===== src/rtl/uart_pkg.sv =====
// Shared UART definitions: receiver FSM states, parity selectors and data width.
package uart_pkg;

  localparam int unsigned DATA_W = 8;

  localparam logic PAR_EVEN = 1'b0;
  localparam logic PAR_ODD  = 1'b1;

  typedef enum logic [2:0] {
    IDLE   = 3'd0,
    START  = 3'd1,
    DATA   = 3'd2,
    PARITY = 3'd3,
    STOP   = 3'd4
  } uart_state_e;

  // Parity bit the transmitter places after the data for the given parity type.
  function automatic logic parity_bit(logic [DATA_W-1:0] data, logic typ);
    return (^data) ^ typ;
  endfunction

endpackage


===== src/rtl/uart_rx_sync.sv =====
// Two-flop synchroniser for the serial line plus falling-edge detect on the synchronised value.
module uart_rx_sync (
  input  logic clk,
  input  logic rst,
  input  logic rx_in,
  output logic rx_s,
  output logic fall
);

  logic meta_q;
  logic rx_s_q;
  logic prev_q;

  // Line idles high, so all stages reset to 1 to avoid a false start edge.
  always_ff @(posedge clk) begin
    if (rst) begin
      meta_q <= 1'b1;
      rx_s_q <= 1'b1;
      prev_q <= 1'b1;
    end else begin
      meta_q <= rx_in;
      rx_s_q <= meta_q;
      prev_q <= rx_s_q;
    end
  end

  assign rx_s = rx_s_q;
  assign fall = prev_q & ~rx_s_q;

endmodule


===== src/rtl/uart_rx.sv =====
// UART receiver: 8N1/8E1/8O1 deserialiser with parity and framing error pulses.
// Optional saturating error counter output err_cnt when UART_RX_ERR_CNT_EN is defined.
module uart_rx
  import uart_pkg::*;
#(
  parameter int unsigned CLKS_PER_BIT = 8,
  parameter int unsigned CNT_W        = 4
) (
  input  logic              clk,
  input  logic              rst,
  input  logic              rx_in,
  input  logic              par_en,
  input  logic              par_typ,
  output logic [DATA_W-1:0] p_data,
  output logic              data_valid,
  output logic              par_err,
  output logic              stop_err,
`ifdef UART_RX_ERR_CNT_EN
  output logic              busy,
  output logic [7:0]        err_cnt
`else
  output logic              busy
`endif
);

  localparam logic [CNT_W-1:0] HalfM1 = CNT_W'(CLKS_PER_BIT / 2 - 1);
  localparam logic [CNT_W-1:0] FullM1 = CNT_W'(CLKS_PER_BIT - 1);

  logic rx_s;
  logic fall;

  uart_rx_sync u_sync (
    .clk   (clk),
    .rst   (rst),
    .rx_in (rx_in),
    .rx_s  (rx_s),
    .fall  (fall)
  );

  uart_state_e       state_q, state_d;
  logic [CNT_W-1:0]  cnt_q, cnt_d;
  logic [2:0]        bit_q, bit_d;
  logic [DATA_W-1:0] shift_q, shift_d;
  logic              par_en_q, par_en_d;
  logic              par_typ_q, par_typ_d;
  logic              par_bad_q, par_bad_d;
  logic [DATA_W-1:0] p_data_q, p_data_d;
  logic              valid_q, valid_d;
  logic              perr_q, perr_d;
  logic              serr_q, serr_d;
  logic              sample;

  // First sample lands mid start bit; later ones are a full bit period apart.
  assign sample = (state_q == START) ? (cnt_q == HalfM1) : (cnt_q == FullM1);

  always_comb begin
    state_d   = state_q;
    cnt_d     = sample ? '0 : cnt_q + CNT_W'(1);
    bit_d     = bit_q;
    shift_d   = shift_q;
    par_en_d  = par_en_q;
    par_typ_d = par_typ_q;
    par_bad_d = par_bad_q;
    p_data_d  = p_data_q;
    valid_d   = 1'b0;
    perr_d    = 1'b0;
    serr_d    = 1'b0;
    case (state_q)
      IDLE: begin
        cnt_d = '0;
        if (fall) begin
          par_en_d  = par_en;
          par_typ_d = par_typ;
          par_bad_d = 1'b0;
          bit_d     = '0;
          state_d   = START;
        end
      end
      START: begin
        if (sample) begin
          state_d = rx_s ? IDLE : DATA;
        end
      end
      DATA: begin
        if (sample) begin
          shift_d = {rx_s, shift_q[DATA_W-1:1]};
          bit_d   = bit_q + 3'd1;
          if (bit_q == 3'd7) begin
            state_d = par_en_q ? PARITY : STOP;
          end
        end
      end
      PARITY: begin
        if (sample) begin
          par_bad_d = (rx_s != parity_bit(shift_q, par_typ_q));
          state_d   = STOP;
        end
      end
      STOP: begin
        if (sample) begin
          state_d = IDLE;
          perr_d  = par_bad_q;
          serr_d  = ~rx_s;
          if (rx_s && !par_bad_q) begin
            valid_d  = 1'b1;
            p_data_d = shift_q;
          end
        end
      end
      default: state_d = IDLE;
    endcase
  end

  always_ff @(posedge clk) begin
    if (rst) begin
      state_q   <= IDLE;
      cnt_q     <= '0;
      bit_q     <= '0;
      shift_q   <= '0;
      par_en_q  <= 1'b0;
      par_typ_q <= 1'b0;
      par_bad_q <= 1'b0;
      p_data_q  <= '0;
      valid_q   <= 1'b0;
      perr_q    <= 1'b0;
      serr_q    <= 1'b0;
    end else begin
      state_q   <= state_d;
      cnt_q     <= cnt_d;
      bit_q     <= bit_d;
      shift_q   <= shift_d;
      par_en_q  <= par_en_d;
      par_typ_q <= par_typ_d;
      par_bad_q <= par_bad_d;
      p_data_q  <= p_data_d;
      valid_q   <= valid_d;
      perr_q    <= perr_d;
      serr_q    <= serr_d;
    end
  end

  assign p_data     = p_data_q;
  assign data_valid = valid_q;
  assign par_err    = perr_q;
  assign stop_err   = serr_q;
  assign busy       = (state_q != IDLE);

`ifdef UART_RX_ERR_CNT_EN
  logic [7:0] err_cnt_q;

  always_ff @(posedge clk) begin
    if (rst) begin
      err_cnt_q <= 8'h00;
    end else if ((perr_q || serr_q) && (err_cnt_q != 8'hFF)) begin
      err_cnt_q <= err_cnt_q + 8'h01;
    end
  end

  assign err_cnt = err_cnt_q;
`endif

endmodule


===== config.mk =====
export PLATFORM = sky130hd
export DESIGN_NAME = uart_rx
export DESIGN_NICKNAME = d
export VERILOG_FILES = /design/src/rtl/uart_pkg.sv /design/src/rtl/uart_rx_sync.sv /design/src/rtl/uart_rx.sv
export SDC_FILE = /design/constraint.sdc
export NUM_CORES = 1
export LEC_CHECK = 0
export CAP_MARGIN = 20
export CORE_MARGIN = 1.5
export CORE_UTILIZATION = 40
export CTS_CLUSTER_DIAMETER = 80
export DETAILED_ROUTE_END_ITERATION = 8
export SLEW_MARGIN = 20
export SYNTH_ARGS = -nofsm -noshare
export SYNTH_HDL_FRONTEND = slang
export SYNTH_SLANG_ARGS = --single-unit

===== constraint.sdc =====
create_clock -name clk -period 1.7 [get_ports clk]
set_clock_uncertainty 0.15 [all_clocks]
set_input_delay 0.34 -clock clk [delete_from_list [all_inputs] [get_ports clk]]
set_output_delay 0.34 -clock clk [all_outputs]
set_load 0.05 [all_outputs]

==> results.md, run 1 <==
- The fill cell total of the finished layout is 324.
- The die is 64.83 µm wide.
- The post-route core utilization is 0.5752.
- TritonCTS built the clock tree.
- The worst-case headroom to the max-slew limit is 0.7503.
- The final wirelength is 3131 µm.
- The area growth from synthesis to layout is 37.73%.
- In the final layout, the share of cells above drive strength 1 is 0.2864.
- For this block, the via count after detailed routing is 1227.
- Clock tree synthesis selected as its root buffer the cell sky130_fd_sc_hd__clkbuf_8.
- The vertical extent of the die is 64.83 µm.
- The proportion of synthesized area in mux cells is 0.06547.
- The repair_antennas step left the layout with diodes totalling 0.
- The type of the worst setup path is reg2out.
- STA classifies the critical path startpoint as a register.
- The share of total power dissipated in combinational logic is 0.150.
- The design draws 1679 µW.
- In the final design database the tool counted 206 nets.
- The max-slew violation count came to 0.
- The number of remaining DRC errors is 0.
- Of the total synthesized cell area, the portion taken by XOR and XNOR cells is 0.06628.
- The data arrival time at the worst-slack endpoint is 1.18 ns.
- Synthesis produced a netlist with a net count of 174.
- The hold path depth is 1.
- The count of final hold-check violations came to 0.
- Entering global routing, the biggest net connects 15 pins.
- After synthesis, the share of flip-flops with an asynchronous set or reset is 0.
- The number of flops mapped to enable cells by yosys is 0.
- The post-synthesis simple-gate area fraction is 0.2430.
- The count of maximum capacitance violations is 0.
- The pre-antenna-repair detailed-routing pass consisted of 4 iterations.
- Counting cells, the worst reg-to-reg path comes to 6.
- For this design, the sink count on the clock tree is 35.
- The worst setup path is captured at an output port.
- The quantity of hold-fixing buffers added after cts is 0.
- The via count of the first global-routing pass came to 1130.
- For this configuration, the core starts out at a cell density of 0.4176.
- For the worst setup path, the data required time is 1.21 ns.
- The count of antenna-violating nets left after detailed routing is 0.
- During synthesis, Yosys emitted a total of 0 warnings.
- For the pin with the worst max-slew slack, the measured transition is 0.3694 ns.
- Summing all placed instances gives a cell area of 1898 µm².
- The proportion of power drawn by the clock network is 0.340.
- Of all nets on the critical path, the largest fanout is 3.
- The initial antenna violation count is 0.
- The leakage power of the design is 0.0008719 µW.
- At the placement stage, the worst setup path has a slack of -0.07301 ns.
- The maximum clock insertion buffer count is 2.
- For this run, the slowest stage of the critical path takes 0.36 ns.
- The net switching component of the power is 424.9 µW.
- The most common cell type on the critical path is sky130_fd_sc_hd__buf_12.
- The global placer's final weighted congestion is 0.7999.
- Walking the worst path, the cells encountered are buf_12 -> nor3_4 -> inv_2 -> buf_12.
- The most common flop cell mapped by yosys is sky130_fd_sc_hd__dfxtp_1.
- The fraction of power consumed by sequential logic is 0.510.
- Setup violations remaining at the end of the flow were counted as 0.
- The number of instances in the synthesized netlist is 166.
- The H-tree depth reported by CTS is 2.
- The detailed-placement wirelength estimate is 2145 µm.
- In the finished design, the share of the clock period the worst path needs comes to 0.9836.
- Counting buffers and inverters, the worst setup path is 4 cells deep.
- The average cell area after synthesis is 9.211 µm².
- The total buffers and inverters traversed by the critical path is 3.
- The flow ran to the end, and the final reports show no timing, DRC or antenna violations.
- In the routed layout, each cell is associated on average with a via count of 4.968.
- 17 I/O pins were placed.
- The cell family contributing the most delay on the critical path is flip-flops.
- The cell area power density is 797.3 nW/µm².
- During placement, the flow inserted port buffers numbering 16.
- The path class of the tightest hold or removal check is reg2reg.
- The post-synthesis share of cell area spent on full adders, half adders and majority gates is 0.02455.
- The synthesized-area fraction occupied by ao, oa, aoi and oai cells came to 0.09083.
- Internal power comes to 1254 µW.
- The first global-routing pass estimated 5099 µm of wire.
- The cell area after technology mapping is 1529 µm².
- The clock period could shrink to 1.672 ns.
- Setup repair after global routing could not meet its margin everywhere.
- After layout, the worst setup slack is 0.02793 ns.
- Across every metal layer, demand over resource in global routing totals 0.1643.
- For flop-to-flop paths, the worst setup slack is 0.03 ns.
- After routing the design area is 2106 µm².
- The total grt overflow is 0.
- The number of buffers added by the clock tree synthesis step is 5.
- The die covers 4202 µm².
- Synthesis instantiated 38 different standard cells from the library.
- Static timing analysis puts the maximum clock frequency at 0.5981 GHz.
- The placeable core region is 3661 µm².
- In the final routed layout, each cell accounts on average for 12.68 µm.
- In this run, the number of DRC markers left after iteration 0 of detailed routing was 40.
- The insertion delay to the later sink of the worst-skew pair is 0.29 ns.
- The share of the Yosys chip area taken by registers is 0.4583.
- The largest family of logic cells by synthesized area is simple AND/OR/NAND/NOR gates.
- Among all stages on the critical path, the largest delay is contributed by sky130_fd_sc_hd__dfxtp_4.
- The worst-case IR drop observed on VDD is 0.5066 mV.
- The site row count is 22.
- In this run, synthesis produced a sequential element count of 35.
- Of the total power, the share spent switching nets is 0.2531.
- The post-CTS clock slew at the launch and capture registers of the worst setup and hold paths is 0.07 ns.
cells in the final DEF (no fill, tap or decap), types with 2 or more instances in the layout:
master and count:
sky130_fd_sc_hd__a21oi_1 12, sky130_fd_sc_hd__inv_1 5, sky130_fd_sc_hd__clkdlybuf4s50_1 4, sky130_fd_sc_hd__xor2_1 3
sky130_fd_sc_hd__or2_2 3, sky130_fd_sc_hd__mux2i_1 10, sky130_fd_sc_hd__nor2_1 19, sky130_fd_sc_hd__ha_1 2
sky130_fd_sc_hd__clkbuf_8 5, sky130_fd_sc_hd__buf_12 12, sky130_fd_sc_hd__or3b_1 2, sky130_fd_sc_hd__xnor2_1 6
sky130_fd_sc_hd__a21o_1 2, sky130_fd_sc_hd__dfxtp_1 31, sky130_fd_sc_hd__dfxtp_2 3, sky130_fd_sc_hd__nand2b_1 3
sky130_fd_sc_hd__nand2_1 18, sky130_fd_sc_hd__nor3b_1 4, sky130_fd_sc_hd__nand3_1 7, sky130_fd_sc_hd__clkbuf_1 2
sky130_fd_sc_hd__buf_4 18
per-stage QoR:
stage               setup TNS (ns)  std cells  hold slack, ns
detailed placement         -0.4193        233          0.2738
global placement          -0.01079        233          0.2679
finish                           0        247          0.2880
CTS                       -0.06056        241          0.2993
floorplan                 -0.06244        166          0.2395
global route              -0.04460        247          0.3139
path summary, 6_finish.rpt:
check | from | to
worst min register to register | u_sync.meta_q$_SDFF_PP1_ | u_sync.rx_s$_SDFF_PP1_
worst min-delay path | u_sync.meta_q$_SDFF_PP1_ | u_sync.rx_s$_SDFF_PP1_
worst max-delay path | state_q[1]$_SDFFE_PP0P_ | busy
worst max register to register | cnt_q[1]$_SDFF_PP0_ | state_q[0]$_SDFFE_PP0P_
cells by family (layout without fill, tap and decap cells):
kind of cell / count (synthesis) / in the layout
compound gates: 22 / 22
xor+xnor: 10 / 10
fa+ha+maj: 3 / 3
buf+inv: 16 / 49
flops: 35 / 35
mux: 10 / 10
simple gates: 70 / 70
area by class of cell:
cell class | instances | area, µm² | share of cell area
Multi-Input combinational cell | 115 | 807.0 | 0.3832
Clock buffer | 7 | 76.32 | 0.03624
Sequential cell | 35 | 708.2 | 0.3363
Timing Repair Buffer | 35 | 426.7 | 0.2026
Inverter | 6 | 22.52 | 0.01070
Clock inverter | 1 | 5.005 | 0.002377
Tap cell | 48 | 60.06 | 0.02852
repair_timing:
item / CTS / global route
cloned: 0 / 0
hold endpoints to repair: 0 / 0
gates resized for setup: 6 / 15
buffers inserted: 0 / 6
pin swaps: 0 / 4
setup endpoints to repair: 22 / 25
per-layer routing:
metal	global-route usage	vias up	routed length (µm)
met5	0	-	0
met4	0.08777	0	65
li1	-	628	-
met2	0.2706	22	1485
met1	0.1814	569	1435
met3	0.06424	8	144
power by group through the flow:
| stage | clock network (µW) | logic, µW | registers, µW |
|---|---|---|---|
| detailed placement | 0 | 203 | 869 |
| finish | 570 | 252 | 857 |
| global placement | 0 | 199 | 868 |
| global route | 640 | 271 | 858 |
| CTS | 589 | 214 | 852 |
| floorplan | 0 | 136 | 861 |
state kept, by name, indices dropped and copies added, names as in the netlist:
signal	cells
u_sync.prev_q	1
bit_q	3
cnt_q	4
data_valid	1
u_sync.meta_q	1
par_err	1
p_data	8
par_en_q	1
stop_err	1
par_bad_q	1
state_q	3
shift_q	8
par_typ_q	1
u_sync.rx_s	1
cells in the mapped netlist, types with 2 or more instances:
library cell	count	share of area
sky130_fd_sc_hd__buf_2	3	0.0098
sky130_fd_sc_hd__nor3b_1	5	0.025
sky130_fd_sc_hd__buf_6	2	0.015
sky130_fd_sc_hd__a21o_1	2	0.0098
sky130_fd_sc_hd__nand2_1	18	0.044
sky130_fd_sc_hd__dfxtp_1	35	0.46
sky130_fd_sc_hd__nor2_1	19	0.047
sky130_fd_sc_hd__xor2_1	3	0.017
sky130_fd_sc_hd__ha_1	3	0.025
sky130_fd_sc_hd__nand3_1	7	0.023
sky130_fd_sc_hd__or2_2	3	0.012
sky130_fd_sc_hd__nor3_1	2	0.0065
sky130_fd_sc_hd__inv_1	6	0.015
sky130_fd_sc_hd__clkbuf_1	5	0.012
sky130_fd_sc_hd__a21oi_1	13	0.043
sky130_fd_sc_hd__nand2b_1	3	0.012
sky130_fd_sc_hd__xnor2_1	6	0.034
sky130_fd_sc_hd__or3b_1	2	0.011
sky130_fd_sc_hd__mux2i_1	10	0.065
(Power assumes the default switching activity.)
==> run 2, diff against run 1 <==
- PLACE_DENSITY: unset -> 0.7
==> results.md, run 2 (same netlist as run 1, synthesis figures left out) <==
- The flow ran to the end, and the final reports show no timing, DRC or antenna violations.
- The cell family contributing the most delay on the critical path is simple AND/OR/NAND/NOR gates.
- The first-pass GRT wire length is 5023 µm.
- TritonCTS built the clock tree.
- The type of the worst setup path is reg2reg.
- The most frequent standard cell in the layout excluding fill and tap cells is sky130_fd_sc_hd__dfxtp_1.
- The master of the slowest instance on the critical path is sky130_fd_sc_hd__or4_4.
- The layout cell share with drive strength beyond 1 is 0.2775.
- The initial antenna violation count was 0.
- The x dimension of the die is 64.83 µm.
- The max-slew violation count is 0.
- Detailed placement finished with a half-perimeter wire length of 2227 µm.
- The number of endpoints failing setup at the final stage is 0.
- For this configuration, the core starts out at a cell density of 0.4176.
- Dividing the final minimum period by the clock period gives 0.9906.
- The via count is 1205.
- The final worst slack is 0.01604 ns.
- The worst-case headroom to the max-slew limit is 0.7645.
- The maximum single-stage delay on the critical path is 0.51 ns.
- The maximum clock insertion buffer count is 2.
- The vertical extent of the die is 64.83 µm.
- The detailed router's first-iteration violation count is 57.
- In the layout the commonest cells are sky130_fd_sc_hd__dfxtp_1, sky130_fd_sc_hd__nor2_1, sky130_fd_sc_hd__nand2_1.
- The nature of the critical path startpoint is a register.
- The via count of the first global-routing pass is 1200.
- The signal on the critical path passes through or4_4 -> nor3b_1 -> a221o_1.
- The H-tree depth reported by CTS is 2.
- The vias per cell is 5.042.
- The core region is 3661 µm².
- The classification of the worst-slack hold path is reg2reg.
- Across the VDD grid, the largest voltage drop is 0.4131 mV.
- The number of buffers added by the clock tree synthesis step is 5.
- For this run, design rule violations remaining after detail routing come to 0.
- Compared with the post-synthesis result, the final layout area differs by 33.31%.
- Based on the critical path, the design can be clocked at up to 0.5938 GHz.
- The number of nets in the layout is 199.
- The cell area after placement is 1878 µm².
- The total I/O pin count is 17.
- The number of search-and-repair iterations in the first detailed-routing pass is 4.
- The total buffers and inverters traversed by the critical path is 0.
- The number of hold buffers added after CTS was 0.
- The cell sitting at the root of the clock tree is a sky130_fd_sc_hd__clkbuf_8.
- Once detail routing completed, the nets flagged for antenna violations numbered 0.
- The site row count is 22.
- Timing analysis after detailed placement gives a worst setup slack of -0.04604 ns.
- In this run the worst path has a maximum fanout of 6.
- The count of final hold-check violations is 0.
- For the finished layout, the period the worst path requires is 1.684 ns.
- The post-CTS clock slew at the launch and capture registers of the worst setup and hold paths is 0.06 ns.
- The required time reported for the critical path endpoint is 1.73 ns.
- The number of inserted diodes is 0.
- The insertion delay to the later sink of the worst-skew pair is 0.29 ns.
- Data arrives at the worst endpoint at 1.71 ns.
- The post-layout instance area is 2038 µm².
- The endpoint type of the worst setup path is a register.
- The die covers 4202 µm².
- The number of buffers inserted to repair setup after CTS is 0.
- For this run the aggregate overflow at the end of global routing stands at 0.
- In this run the static leakage power is 0.0008420 µW.
- For this design the ratio of total power to cell area is 819.2 nW/µm².
- Buffers placed on the I/O ports in this run total 16.
- The tool flagged a number of max-cap violations equal to 0.
- The final wirelength is 3063 µm.
- At the pin with the least slew margin, the transition time is 0.3521 ns.
- The clock sink count is 35.
- For this run, the total global-route usage over all layers was measured as 0.1564.
- The congestion estimate from routability-driven global placement came to 0.8623.
- The maximum number of pins on one net before global-route repair is 15.
- The average wire per cell in the routed design is 12.82 µm.
run 2: cell count changes in the layout (fill, tap and decap cells not counted), sizes merged:
| cell | delta |
|---|---|
| clkbuf | -1 |
| buf | -7 |
run 2: path summary, 6_finish.rpt:
kind / depth (start not counted) / to / start / slack [ns]
worst max register to register: 3 / par_bad_q$_SDFFE_PP0P_ / state_q[1]$_SDFFE_PP0P_ / 0.02
worst min register to register: 1 / u_sync.rx_s$_SDFF_PP1_ / u_sync.meta_q$_SDFF_PP1_ / 0.27
worst max-delay path: 3 / par_bad_q$_SDFFE_PP0P_ / state_q[1]$_SDFFE_PP0P_ / 0.02
worst min-delay path: 1 / u_sync.rx_s$_SDFF_PP1_ / u_sync.meta_q$_SDFF_PP1_ / 0.27
run 2: metrics by stage:
step	utilization	hold slack (ns)	instances	total power, µW	TNS, ns
6_report	0.5567	0.2662	239	1670	0
5_1_grt	0.5567	0.3099	239	1726	-0.01531
4_1_cts	0.5403	0.2736	239	1669	-0.1175
3_5_place_dp	0.5130	0.2562	232	1061	-0.3865
3_3_place_gp	0.5130	0.2462	232	1054	0
2_1_floorplan	-	0.2395	166	996.2	-0.06244
run 2: final cells by class:
class | instances | area (µm²)
Inverter | 6 | 22.52
Tap cell | 48 | 60.06
Sequential cell | 35 | 706.9
Clock inverter | 1 | 5.005
Multi-Input combinational cell | 115 | 808.3
Fill cell | 319 | 1623
Clock buffer | 6 | 82.58
Timing Repair Buffer | 28 | 352.8
run 2: metal layers:
layer,share of wire,global-route usage
met5,0,0
met4,0.024,0.08245
met3,0.031,0.04688
met2,0.52,0.2758
met1,0.42,0.1668
run 2: repair_timing:
| item | in CTS | in global routing |
|---|---|---|
| gates resized for setup | 4 | 15 |
| endpoints found under the setup margin | 21 | 28 |
| pin swaps | 0 | 6 |
run 2: power by group:
group | total [µW] | internal [µW] | switching, µW
registers | 858 | 837 | 20.6
clock network | 602 | 317 | 285
logic | 210 | 102 | 107
